===== config.mk =====
export PLATFORM = sky130hd
export DESIGN_NAME = alu_function_sequencer
export DESIGN_NICKNAME = d
export VERILOG_FILES = /design/src/rtl/alu_seq_pkg.sv /design/src/rtl/settle_timer.sv /design/src/rtl/alu_function_sequencer.sv
export SDC_FILE = /design/constraint.sdc
export NUM_CORES = 1
export LEC_CHECK = 0
export BUFFER_PORTS_ARGS = -buffer_cell sky130_fd_sc_hd__buf_2
export CORE_MARGIN = 8
export CORE_UTILIZATION = 40
export DETAILED_ROUTE_END_ITERATION = 10
export MAX_ROUTING_LAYER = met4
export PLACE_DENSITY = 0.66
export SLEW_MARGIN = 0
export SYNTH_ARGS = -nofsm -noshare
export SYNTH_HDL_FRONTEND = slang
export SYNTH_SLANG_ARGS = --single-unit

===== constraint.sdc =====
create_clock -name clk -period 1.7 [get_ports clk]
set_input_delay 0.34 -clock clk [delete_from_list [all_inputs] [get_ports clk]]
set_output_delay 0.34 -clock clk [all_outputs]
set_load 0.02 [all_outputs]

===== src/rtl/alu_seq_pkg.sv =====
// Shared types for the ALU function sequencer: op encoding, FSM states and the
// op -> relay function-line lookup.
package alu_seq_pkg;

  typedef enum logic [2:0] {
    OP_ADD = 3'd0,
    OP_INC = 3'd1,
    OP_AND = 3'd2,
    OP_OR  = 3'd3,
    OP_XOR = 3'd4,
    OP_NOT = 3'd5,
    OP_SHL = 3'd6,
    OP_CLR = 3'd7
  } alu_op_e;

  typedef enum logic [1:0] {
    ST_IDLE,
    ST_SETTLE,
    ST_CAPTURE
  } seq_state_e;

  // {f1,f2,f3} coil pattern, indexed by alu_op_e
  localparam logic [2:0] F_LINES_LUT [8] = '{
    3'b111, 3'b011, 3'b101, 3'b001,
    3'b110, 3'b010, 3'b100, 3'b000
  };

  function automatic logic [2:0] op_to_f_lines(input alu_op_e op);
    return F_LINES_LUT[op];
  endfunction

endpackage


===== src/rtl/settle_timer.sv =====
// Down-counter that holds off capture while the relay function lines settle.
// Loaded with SETTLE_CYCLES-1 at accept; expire is high in the cycle the count is zero.
module settle_timer #(
  parameter int SETTLE_CYCLES = 2
) (
  input  logic clk,
  input  logic rst_n,
  input  logic load,
  input  logic run,
  output logic expire
);

  localparam int CNT_W = (SETTLE_CYCLES < 1) ? 1 : $clog2(SETTLE_CYCLES + 1);
  localparam logic [CNT_W-1:0] LOAD_VAL = CNT_W'(SETTLE_CYCLES - 1);

  if (SETTLE_CYCLES < 1) begin : g_bad_settle
    $error("settle_timer: SETTLE_CYCLES must be at least 1");
  end

  logic [CNT_W-1:0] count;

  assign expire = run && (count == '0);

  always_ff @(posedge clk) begin
    if (!rst_n) begin
      count <= '0;
    end else if (load) begin
      count <= LOAD_VAL;
    end else if (run && (count != '0)) begin
      count <= count - CNT_W'(1);
    end
  end

endmodule


===== src/rtl/alu_function_sequencer.sv =====
// Drives the relay ALU function lines for one decoded op, waits for the relays to
// settle, then captures the result into A or D and updates the Z/C/S flags.
module alu_function_sequencer
  import alu_seq_pkg::*;
#(
  parameter int DATA_W        = 8,
  parameter int SETTLE_CYCLES = 2
) (
  input  logic              clk,
  input  logic              rst_n,
  input  logic              req_valid,
  output logic              req_ready,
  input  logic [2:0]        req_op,
  input  logic              req_dest,
  output logic [2:0]        f_lines,
  output logic              alu_enable,
  input  logic [DATA_W-1:0] alu_result,
  input  logic              alu_carry,
  output logic [DATA_W-1:0] a_reg,
  output logic [DATA_W-1:0] d_reg,
  output logic              flag_z,
  output logic              flag_c,
  output logic              flag_s,
  output logic              done,
  output logic              busy
);

  seq_state_e        state;
  alu_op_e           op_q;
  logic              dest_q;
  logic              accept;
  logic              settle_expire;
  logic [DATA_W-1:0] cap_val;
  logic              cap_carry;

  assign accept    = (state == ST_IDLE) && req_valid && req_ready;
  assign busy      = ~req_ready;
  // CLR ignores whatever the unpowered-logic path presents on alu_result
  assign cap_val   = (op_q == OP_CLR) ? '0 : alu_result;
  assign cap_carry = ((op_q == OP_ADD) || (op_q == OP_INC)) ? alu_carry : 1'b0;

  settle_timer #(
    .SETTLE_CYCLES(SETTLE_CYCLES)
  ) u_settle_timer (
    .clk    (clk),
    .rst_n  (rst_n),
    .load   (accept),
    .run    (state == ST_SETTLE),
    .expire (settle_expire)
  );

  always_ff @(posedge clk) begin
    if (!rst_n) begin
      state      <= ST_IDLE;
      op_q       <= OP_ADD;
      dest_q     <= 1'b0;
      a_reg      <= '0;
      d_reg      <= '0;
      flag_z     <= 1'b0;
      flag_c     <= 1'b0;
      flag_s     <= 1'b0;
      f_lines    <= 3'b000;
      alu_enable <= 1'b0;
      done       <= 1'b0;
      req_ready  <= 1'b1;
    end else begin
      case (state)
        ST_IDLE: begin
          if (accept) begin
            op_q       <= alu_op_e'(req_op);
            dest_q     <= req_dest;
            f_lines    <= op_to_f_lines(alu_op_e'(req_op));
            alu_enable <= 1'b1;
            req_ready  <= 1'b0;
            state      <= ST_SETTLE;
          end
        end
        ST_SETTLE: begin
          if (settle_expire) begin
            done  <= 1'b1;
            state <= ST_CAPTURE;
          end
        end
        ST_CAPTURE: begin
          if (dest_q) begin
            d_reg <= cap_val;
          end else begin
            a_reg <= cap_val;
          end
          flag_z     <= (cap_val == '0);
          flag_c     <= cap_carry;
          flag_s     <= cap_val[DATA_W-1];
          f_lines    <= 3'b000;
          alu_enable <= 1'b0;
          done       <= 1'b0;
          req_ready  <= 1'b1;
          state      <= ST_IDLE;
        end
        default: begin
          state <= ST_IDLE;
        end
      endcase
    end
  end

endmodule


Yosys cells after proc, flatten, opt, wreduce, memory -nomap -nowiden

Memories as Yosys holds them, arrays and structs flattened.
Index checks and enable logic that the tools add are counted.

Register bits after elaboration: 33
Logic and storage cells: 64
Output and inout port bits: 26
Memories kept: 1
Memory bits (read-only): 24
Input port bits: 16

Mux-type cells: 17
$add $sub $neg: 1
Bitwise logic cells: 4
Equality and inequality tests: 6
Reductions and logical operators: 20
Magnitude comparators: 1

Memory list:

| memory          | words | width | rd ports | clocked after memory_dff | wr ports | RTL line          | source |
|---|---|---|---|---|---|---|---|
| (no name shown) | 8     | 3     | 1        | 0                        | 0        | alu_seq_pkg.sv:29 | `return F_LINES_LUT[op];` |

Operator list:

| cell                | count |
|---|---|
| $reduce_and 2->1    | 6 |
| $mux 3              | 3 |
| $logic_not 8->1     | 1 |
| $mux 8              | 1 |
| $reduce_bool 2->1   | 4 |
| $mux 1              | 6 |
| $pmux 1 s2          | 3 |
| $pmux 3 s2          | 1 |
| $ge 4x4->1 const B  | 1 |
| $logic_and 1x1->1   | 4 |
| $logic_not 2->1     | 2 |
| $mux 2              | 2 |
| $ne 2x2->1 const B  | 2 |
| $not 3->4           | 1 |
| $pmux 2 s2          | 1 |
| $eq 3x1->1 const B  | 1 |
| $eq 3x3->1 const B  | 1 |
| $logic_not 3->1     | 1 |
| $not 1->1           | 3 |
| $eq 2x1->1 const B  | 1 |
| $eq 2x2->1 const B  | 1 |
| $reduce_or 2->1     | 1 |
| $sub 2x1->2 const B | 1 |
| $logic_or 1x1->1    | 1 |

Longest topological paths before layout

Gate-level depths: netlist (run 1).

Word-level depth: 6
Mapped depth: 5
Mapped depth without buffers: 5

Modules after synthesis

A second synthesis (run 1) with hierarchy kept.

Cells, all modules: 146
Area total of the unflattened synthesis: 1,321.3 um^2

Modules (own cells, without submodules):

| module                 | sequential area each (um^2) | cells each | area each (um^2) | instances |
|---|---|---|---|---|
| alu_function_sequencer | 620.6                       | 133        | 1,184.9          | 1 |
| settle_timer           | 40.0                        | 13         | 136.4            | 1 |

Worst setup path after synthesis (run 1)

OpenSTA, ideal clock, no wires.

Kind: register to register
Start point: register req_ready
End point: register f_lines[0]
Setup time: 115 ps
Cell stages (with the launch flop): 6
Slack: 409 ps
Buffers on the path: 2
Data arrival time: 1,176 ps
Cell sequence: dfxtp_1 nand4bb_1 buf_4 buf_6 and3_1 o21a_1

Word-level cells in the longest chain between the ends: 3

RTL lines:

| element                           | RTL line                     | source |
|---|---|---|
| start, declared                   | alu_function_sequencer.sv:12 | `output logic req_ready,` |
| start signal, assigned            | alu_function_sequencer.sv:65 | `req_ready <= 1'b1;` |
| start signal, assigned            | alu_function_sequencer.sv:74 | `req_ready <= 1'b0;` |
| start signal, assigned            | alu_function_sequencer.sv:96 | `req_ready <= 1'b1;` |
| $logic_and 1x1->1                 | alu_function_sequencer.sv:36 | `assign accept = (state == ST_IDLE) && req_valid && req_ready;` |
| $ne 2x2->1 (no source line)       | n/a                          |  |
| $reduce_and 2->1 (no source line) | n/a                          |  |
| end signal, assigned              | alu_function_sequencer.sv:72 | `f_lines <= op_to_f_lines(alu_op_e'(req_op));` |
| end, declared                     | alu_function_sequencer.sv:15 | `output logic [2:0] f_lines,` |

Every way passes these cells.
A chain may end at the register's enable or synchronous reset.

Worst setup path after layout (run 1)

Start point: register state[1]
End point: register d_reg[4]

Word-level cells in the longest chain between the ends: 2

RTL lines:

| element                           | RTL line                     | source |
|---|---|---|
| start, declared                   | alu_function_sequencer.sv:28 | `seq_state_e state;` |
| start signal, assigned            | alu_function_sequencer.sv:54 | `state <= ST_IDLE;` |
| start signal, assigned            | alu_function_sequencer.sv:75 | `state <= ST_SETTLE;` |
| start signal, assigned            | alu_function_sequencer.sv:81 | `state <= ST_CAPTURE;` |
| $eq 2x2->1                        | alu_function_sequencer.sv:67 | `case (state)` |
| $reduce_and 2->1 (no source line) | n/a                          |  |
| end signal, assigned              | alu_function_sequencer.sv:86 | `d_reg <= cap_val;` |
| end, declared                     | alu_function_sequencer.sv:20 | `output logic [DATA_W-1:0] d_reg,` |

Every way passes these cells.

==> metrics.md, run 1 <==
| Metric | Value |
|---|---|
| Maximum clock frequency | 745.2 MHz |
| Global placement routability congestion | 0.7480 |
| Via-to-Cell Ratio | 4.814 |
| Number of antenna violations at the first check in global routing | 0 |
| Clock tree skew after final layout | 11.21 ps |
| Power Density | 1090 nW/um^2 |
| Number of buffers inserted during clock tree synthesis | 5 |
| Final Slew Violations | 0 |
| Type of origin of the critical path | flip-flop |
| Cell with the largest stage delay on the worst path | sky130_fd_sc_hd__dfxtp_1 |
| Maximum number of pins on one net before global-route repair | 35 |
| Met1 Usage GRT | 0.1215 |
| Final hold violation count | 0 |
| Max-cap check violation count | 0 |
| Clock insertion delay at the later pin of the skew report | 330 ps |
| Largest fanout of any net on the critical path | 9 |
| Leading register cell type out of synthesis | sky130_fd_sc_hd__dfxtp_1 |
| Time the worst path needs with I/O delays and setup | 1342 ps |
| Ys Warns | 0 |
| Least-Margin Pin Slew | 546.8 ps |
| Hold crit path type | primary input to flip-flop |
| Wire length per cell after detailed routing | 13.01 um |
| Fraction of met2 tracks used by global routing | 0.1926 |
| Initial cell density of the core | 0.4157 |
| Data required, critical path | 1950 ps |
| Status | complete, no violations |
| Fraction of final layout cells sized beyond drive strength 1 | 0.3132 |
| Number of instances in the synthesized netlist | 136 |
| Cell area after synthesis | 1259 sq um |
| Maximum clock insertion buffer count | 2 |
| Data arrival at the endpoint of the critical path | 1600 ps |
| RSZ-0062 raised after global routing | no |
| Area inside the core boundary | 3028 sq um |
| Final-layout worst hold slack | 264.6 ps |
| Cell area after layout | 1613 sq um |
| Vias | 1088 |
| Antenna cell count | 0 |
| Maximum VDD drop | 0.0006092 V |
| Post-CTS setup buffer count | 0 |
| Number of flip-flops and latches in the synthesized netlist | 33 |
| Cell type with the largest total area after synthesis | sky130_fd_sc_hd__dfxtp_1 |
| GR met3 Demand/Resource | 0.04683 |
| Clock sink count | 33 |
| Final net count | 198 |
| Most area-consuming cells after synthesis | sky130_fd_sc_hd__dfxtp_1 52%, sky130_fd_sc_hd__nand2_1 8.9%, sky130_fd_sc_hd__o22ai_1 8.0%, sky130_fd_sc_hd__mux2i_1 3.2%, sky130_fd_sc_hd__o21a_1 2.4% |
| Start-to-end type of the worst setup path | flip-flop to flip-flop |
| All-layer global routing usage | 0.1186 |
| Filler Cells Inserted | 304 |
| IO Pins | 42 |
| Post-synthesis sequential area ratio | 0.5249 |
| Number of gates resized after CTS | 0 |
| Slowest Stage Delay on Critical Path | 450 ps |
| Placement Rows | 20 |
| Total of hold buffers inserted after clock tree synthesis | 0 |
| Port Buffers | 41 |
| Drt total wl | 2940 um |
| Fraction of synthesized cell area taken by the top area cell type | 0.5249 |
| Endpoints failing setup | 0 |
| Count of flip-flops with a built-in enable after synthesis | 0 |
| Cell at the root of the clock tree | sky130_fd_sc_hd__clkbuf_4 |
| Number of H-tree levels | 2 |
| Vias in the first global route | 1107 |
| Number of DRC violations after detailed routing | 0 |
| Area growth from synthesis to final layout | 28.13% |
| Global-route layer with the greatest usage | met2 |
| Area enclosed by the die boundary | 5198 sq um |
| Chip Width | 72.10 um |
| Remaining global-route overflow | 0 |
| Cells along the critical path | and3b_1 > nand2_1 > o22ai_1 |
| Fin crit share | 0.7894 |
| Clock transition at the registers of the reported paths | 100 ps |
| DIE HEIGHT | 72.10 um |
| Instance area after placement | 1510 sq um |
| Leakage | 0.7527 nW |
| Post-DP HPWL | 2260 um |
| Total nets after synthesis | 153 |
| Fraction of registers with async set/reset | 0 |
| DRT iter0 DRCs | 73 |
| Max-slew headroom | 0.6354 |
| CTS tree | done |
| Post-detailed-route count of antenna-violating nets | 0 |
| Critical Path End Type | flip-flop |
| Number of distinct standard cells referenced by the synthesized netlist | 32 |
| Final sum of negative setup slack | 0 ps |
| First-pass GRT wire length | 4761 um |
| DRT Pass-1 Iters | 4 |
| Mean Syn Cell Area | 9.255 sq um |
cell type report:
class / count / area [sq um] / area share
flip-flops and latches: 33 / 660.6 / 0.4096
multi-input cells: 91 / 540.5 / 0.3351
repair buffers: 45 / 235.2 / 0.1458
clock inverters: 3 / 65.06 / 0.04034
well taps: 44 / 55.05 / 0.03413
clock buffers: 5 / 37.54 / 0.02327
inverters: 5 / 18.77 / 0.01164
final timing paths:
path	startpoint	endpoint	slack, ps	cells past startpoint
hold / removal	alu_carry	flag_c	260	3
hold reg to reg	flag_c	flag_c	450	2
setup / recovery	state[1]	d_reg[4]	360	3
setup reg to reg	state[1]	d_reg[4]	360	3
worst max-delay path: cells and delay by family (launching register included):
family,cells,cell delay (ps)
simple gates,2,620
compound gates,1,210
flops,1,450
cell usage in the layout, fill, tap and decap left out, types with 2 or more instances in the layout:
cell type,netlist,layout
sky130_fd_sc_hd__nor2_1,5,5
sky130_fd_sc_hd__buf_2,1,41
sky130_fd_sc_hd__o21ai_1,2,2
sky130_fd_sc_hd__nor4_1,2,2
sky130_fd_sc_hd__inv_1,4,4
sky130_fd_sc_hd__mux2i_1,4,4
sky130_fd_sc_hd__nand3_1,4,4
sky130_fd_sc_hd__a21boi_1,3,3
sky130_fd_sc_hd__o22ai_1,16,16
sky130_fd_sc_hd__o21a_1,4,4
sky130_fd_sc_hd__bufinv_16,0,2
sky130_fd_sc_hd__clkbuf_4,0,5
sky130_fd_sc_hd__and3_1,3,3
sky130_fd_sc_hd__buf_4,1,4
sky130_fd_sc_hd__nand2_1,30,30
sky130_fd_sc_hd__dfxtp_1,33,33
sky130_fd_sc_hd__nor2b_1,4,4
through the flow:
step	power (mW)	std cells	worst slack, ps	utilization
floorplan	0.9866	136	409.5	-
global placement	1.051	218	403.8	0.4988
detailed placement	1.056	218	369.9	0.4988
CTS	1.771	226	363.0	0.5326
global route	1.829	226	235.6	0.5326
finish	1.758	226	358.1	0.5326
synthesized netlist by cell type (2+ instances only):
| cell | count |
|---|---|
| sky130_fd_sc_hd__a21boi_1 | 3 |
| sky130_fd_sc_hd__and3_1 | 3 |
| sky130_fd_sc_hd__clkbuf_1 | 4 |
| sky130_fd_sc_hd__dfxtp_1 | 33 |
| sky130_fd_sc_hd__inv_1 | 4 |
| sky130_fd_sc_hd__mux2i_1 | 4 |
| sky130_fd_sc_hd__nand2_1 | 30 |
| sky130_fd_sc_hd__nand3_1 | 4 |
| sky130_fd_sc_hd__nor2_1 | 5 |
| sky130_fd_sc_hd__nor2b_1 | 4 |
| sky130_fd_sc_hd__nor4_1 | 2 |
| sky130_fd_sc_hd__o21a_1 | 4 |
| sky130_fd_sc_hd__o21ai_1 | 2 |
| sky130_fd_sc_hd__o22ai_1 | 16 |
power breakdown:
part | switching, mW | internal (mW) | leakage [nW]
Clock | 0.266 | 0.455 | 0.0552
Combinational | 0.117 | 0.0866 | 0.429
Sequential | 0.0240 | 0.809 | 0.268
Total | 0.407 | 1.35 | 0.753
kinds of logic (layout without fill, tap and decap cells):
logic type               count (synthesis)  count (layout)  synth area share
AO/OA/AOI/OAI                           29              29            0.1511
XOR/XNOR                                 1               1          0.006960
adder cells (fa/ha/maj)                  1               1          0.009939
buffers and inverters                   12              58           0.04571
flip-flops                              33              33            0.5248
multiplexers                             4               4           0.03181
AND/OR/NAND/NOR                         56              56            0.2296
metal layers:
layer | share of wire | wire length, um | vias up
met1 | 0.43 | 1251 | 487
met5 | 0 | 0 | -
met3 | 0.077 | 225 | 7
met4 | 0.017 | 51 | 0
li1 | - | - | 564
met2 | 0.48 | 1411 | 30
No activity file was read; power rests on OpenSTA's default activity.
==> run 2: changes to the inputs <==
==> constraint.sdc (replaced) <==
create_clock -name clk -period 1.3 [get_ports clk]
set_input_delay 0.26 -clock clk [delete_from_list [all_inputs] [get_ports clk]]
set_output_delay 0.26 -clock clk [all_outputs]
set_load 0.02 [all_outputs]
==> metrics.md, run 2 (same netlist as run 1, synthesis figures left out) <==
| Metric | Value |
|---|---|
| Status | complete, no violations |
| Wire length per cell after detailed routing | 13.66 um |
| Commonest non-fill, non-tap cell in the layout | sky130_fd_sc_hd__buf_2 |
| Least-Margin Pin Slew | 343.2 ps |
| Remaining global-route overflow | 0 |
| DIE HEIGHT | 72.10 um |
| Final-layout worst hold slack | 176.2 ps |
| Cells along the critical path | buf_4 > nand2b_1 > and3_1 > o21a_1 |
| Fraction of final layout cells sized beyond drive strength 1 | 0.3459 |
| All-layer global routing usage | 0.1268 |
| Power Density | 1206 nW/um^2 |
| DRT Pass-1 Iters | 4 |
| Slowest Stage Delay on Critical Path | 320 ps |
| CTS tree | done |
| Final net count | 202 |
| Drt total wl | 3127 um |
| DRT iter0 DRCs | 109 |
| Clock transition at the registers of the reported paths | 90 ps |
| Met1 Routed Length | 1350 um |
| Endpoints failing setup | 0 |
| Type of origin of the critical path | flip-flop |
| Maximum clock frequency | 794.8 MHz |
| Port Buffers | 41 |
| Max-cap check violation count | 0 |
| Post-detailed-route count of antenna-violating nets | 0 |
| Start-to-end type of the worst setup path | flip-flop to flip-flop |
| Placement Rows | 20 |
| Clock insertion delay at the later pin of the skew report | 330 ps |
| Area inside the core boundary | 3028 sq um |
| Leakage | 0.7521 nW |
| Number of antenna violations at the first check in global routing | 0 |
| Highest-count cells in the layout ignoring fill and taps | 41 x sky130_fd_sc_hd__buf_2, 32 x sky130_fd_sc_hd__dfxtp_1, 29 x sky130_fd_sc_hd__nand2_1 |
| Final hold violation count | 0 |
| Max-slew headroom | 0.7691 |
| Clock tree skew after final layout | 6.601 ps |
| Hold crit path type | primary input to flip-flop |
| Global placement routability congestion | 0.7737 |
| Antenna cell count | 0 |
| Number of DRC violations after detailed routing | 0 |
| Via-to-Cell Ratio | 4.900 |
| Detailed route wirelength on metal2 | 1537 um |
| Chip Width | 72.10 um |
| Clock sink count | 33 |
| Final Slew Violations | 0 |
| Cell at the root of the clock tree | sky130_fd_sc_hd__clkbuf_4 |
| Post-DP HPWL | 2397 um |
| Maximum number of pins on one net before global-route repair | 25 |
| Maximum VDD drop | 0.0006976 V |
| Data required, critical path | 1520 ps |
| Time the worst path needs with I/O delays and setup | 1258 ps |
| Data arrival at the endpoint of the critical path | 1480 ps |
| Area enclosed by the die boundary | 5198 sq um |
| Maximum clock insertion buffer count | 2 |
| Fin crit share | 0.9678 |
| Critical Path End Type | flip-flop |
| Highest metal layer with signal wires | met4 |
| Cell with the largest stage delay on the worst path | sky130_fd_sc_hd__dfxtp_1 |
| Initial cell density of the core | 0.4157 |
| Total of hold buffers inserted after clock tree synthesis | 0 |
| Final sum of negative setup slack | 0 ps |
| Vias in the first global route | 1134 |
| Area growth from synthesis to final layout | 28.53% |
| Largest fanout of any net on the critical path | 8 |
| Number of H-tree levels | 2 |
| Number of buffers inserted during clock tree synthesis | 5 |
| IO Pins | 42 |
| First-pass GRT wire length | 5057 um |
| Met3 wirelength from detailed routing | 201 um |
| Vias | 1122 |
-- run 2: path summary, 6_finish.rpt --
path / from / cells after the start / end / slack (ps)
hold reg to reg: flag_c / 2 / flag_c / 460
hold / removal: alu_carry / 3 / flag_c / 180
setup reg to reg: state[0] / 4 / f_lines[2] / 40
setup / recovery: state[0] / 4 / f_lines[2] / 40
-- run 2: per-stage QoR --
step	area (sq um)	setup slack (ps)	utilization	std cells	total power [mW]
6_report	1618	41.85	0.5343	229	1.950
4_1_cts	1595	25.35	0.5269	229	1.959
5_1_grt	1618	-1.504	0.5343	229	2.042
2_1_floorplan	1259	9.463	-	136	1.290
3_3_place_gp	1540	118.9	0.5087	222	1.383
3_5_place_dp	1540	45.54	0.5087	222	1.392
-- run 2: where the power goes --
group          leakage [nW]  switching [mW]  total (mW)  internal, mW
sequential            0.269          0.0295        1.09          1.06
clock                0.0314           0.313       0.568         0.255
combinational         0.452           0.167       0.294         0.128
-- run 2: timing repair --
action / CTS / global route
buffers inserted: 0 / 0
endpoints found under the setup margin: 0 / 7
gates resized for setup: 0 / 6
-- run 2: critical path: cells and delay by family, from the launching register on --
family                 cells  cell delay, ps
AOI/OAI and AO/OA          1             160
DFF                        1             320
buffers and inverters      1             160
and+or+nand+nor            2             520
-- run 2: area by class of cell --
class                      instances  area, sq um
clock buffer                       7        55.05
fill                             295         1410
inverter                           5        18.77
multi-input combinational         91        561.8
sequential                        33        661.9
tap                               44        55.05
timing repair buffer              49        265.3
-- run 2: layer usage --
layer	track usage	up-vias
met4	0.04989	0
met2	0.2036	31
met5	-	-
met3	0.05647	5
li1	-	566
met1	0.1337	520
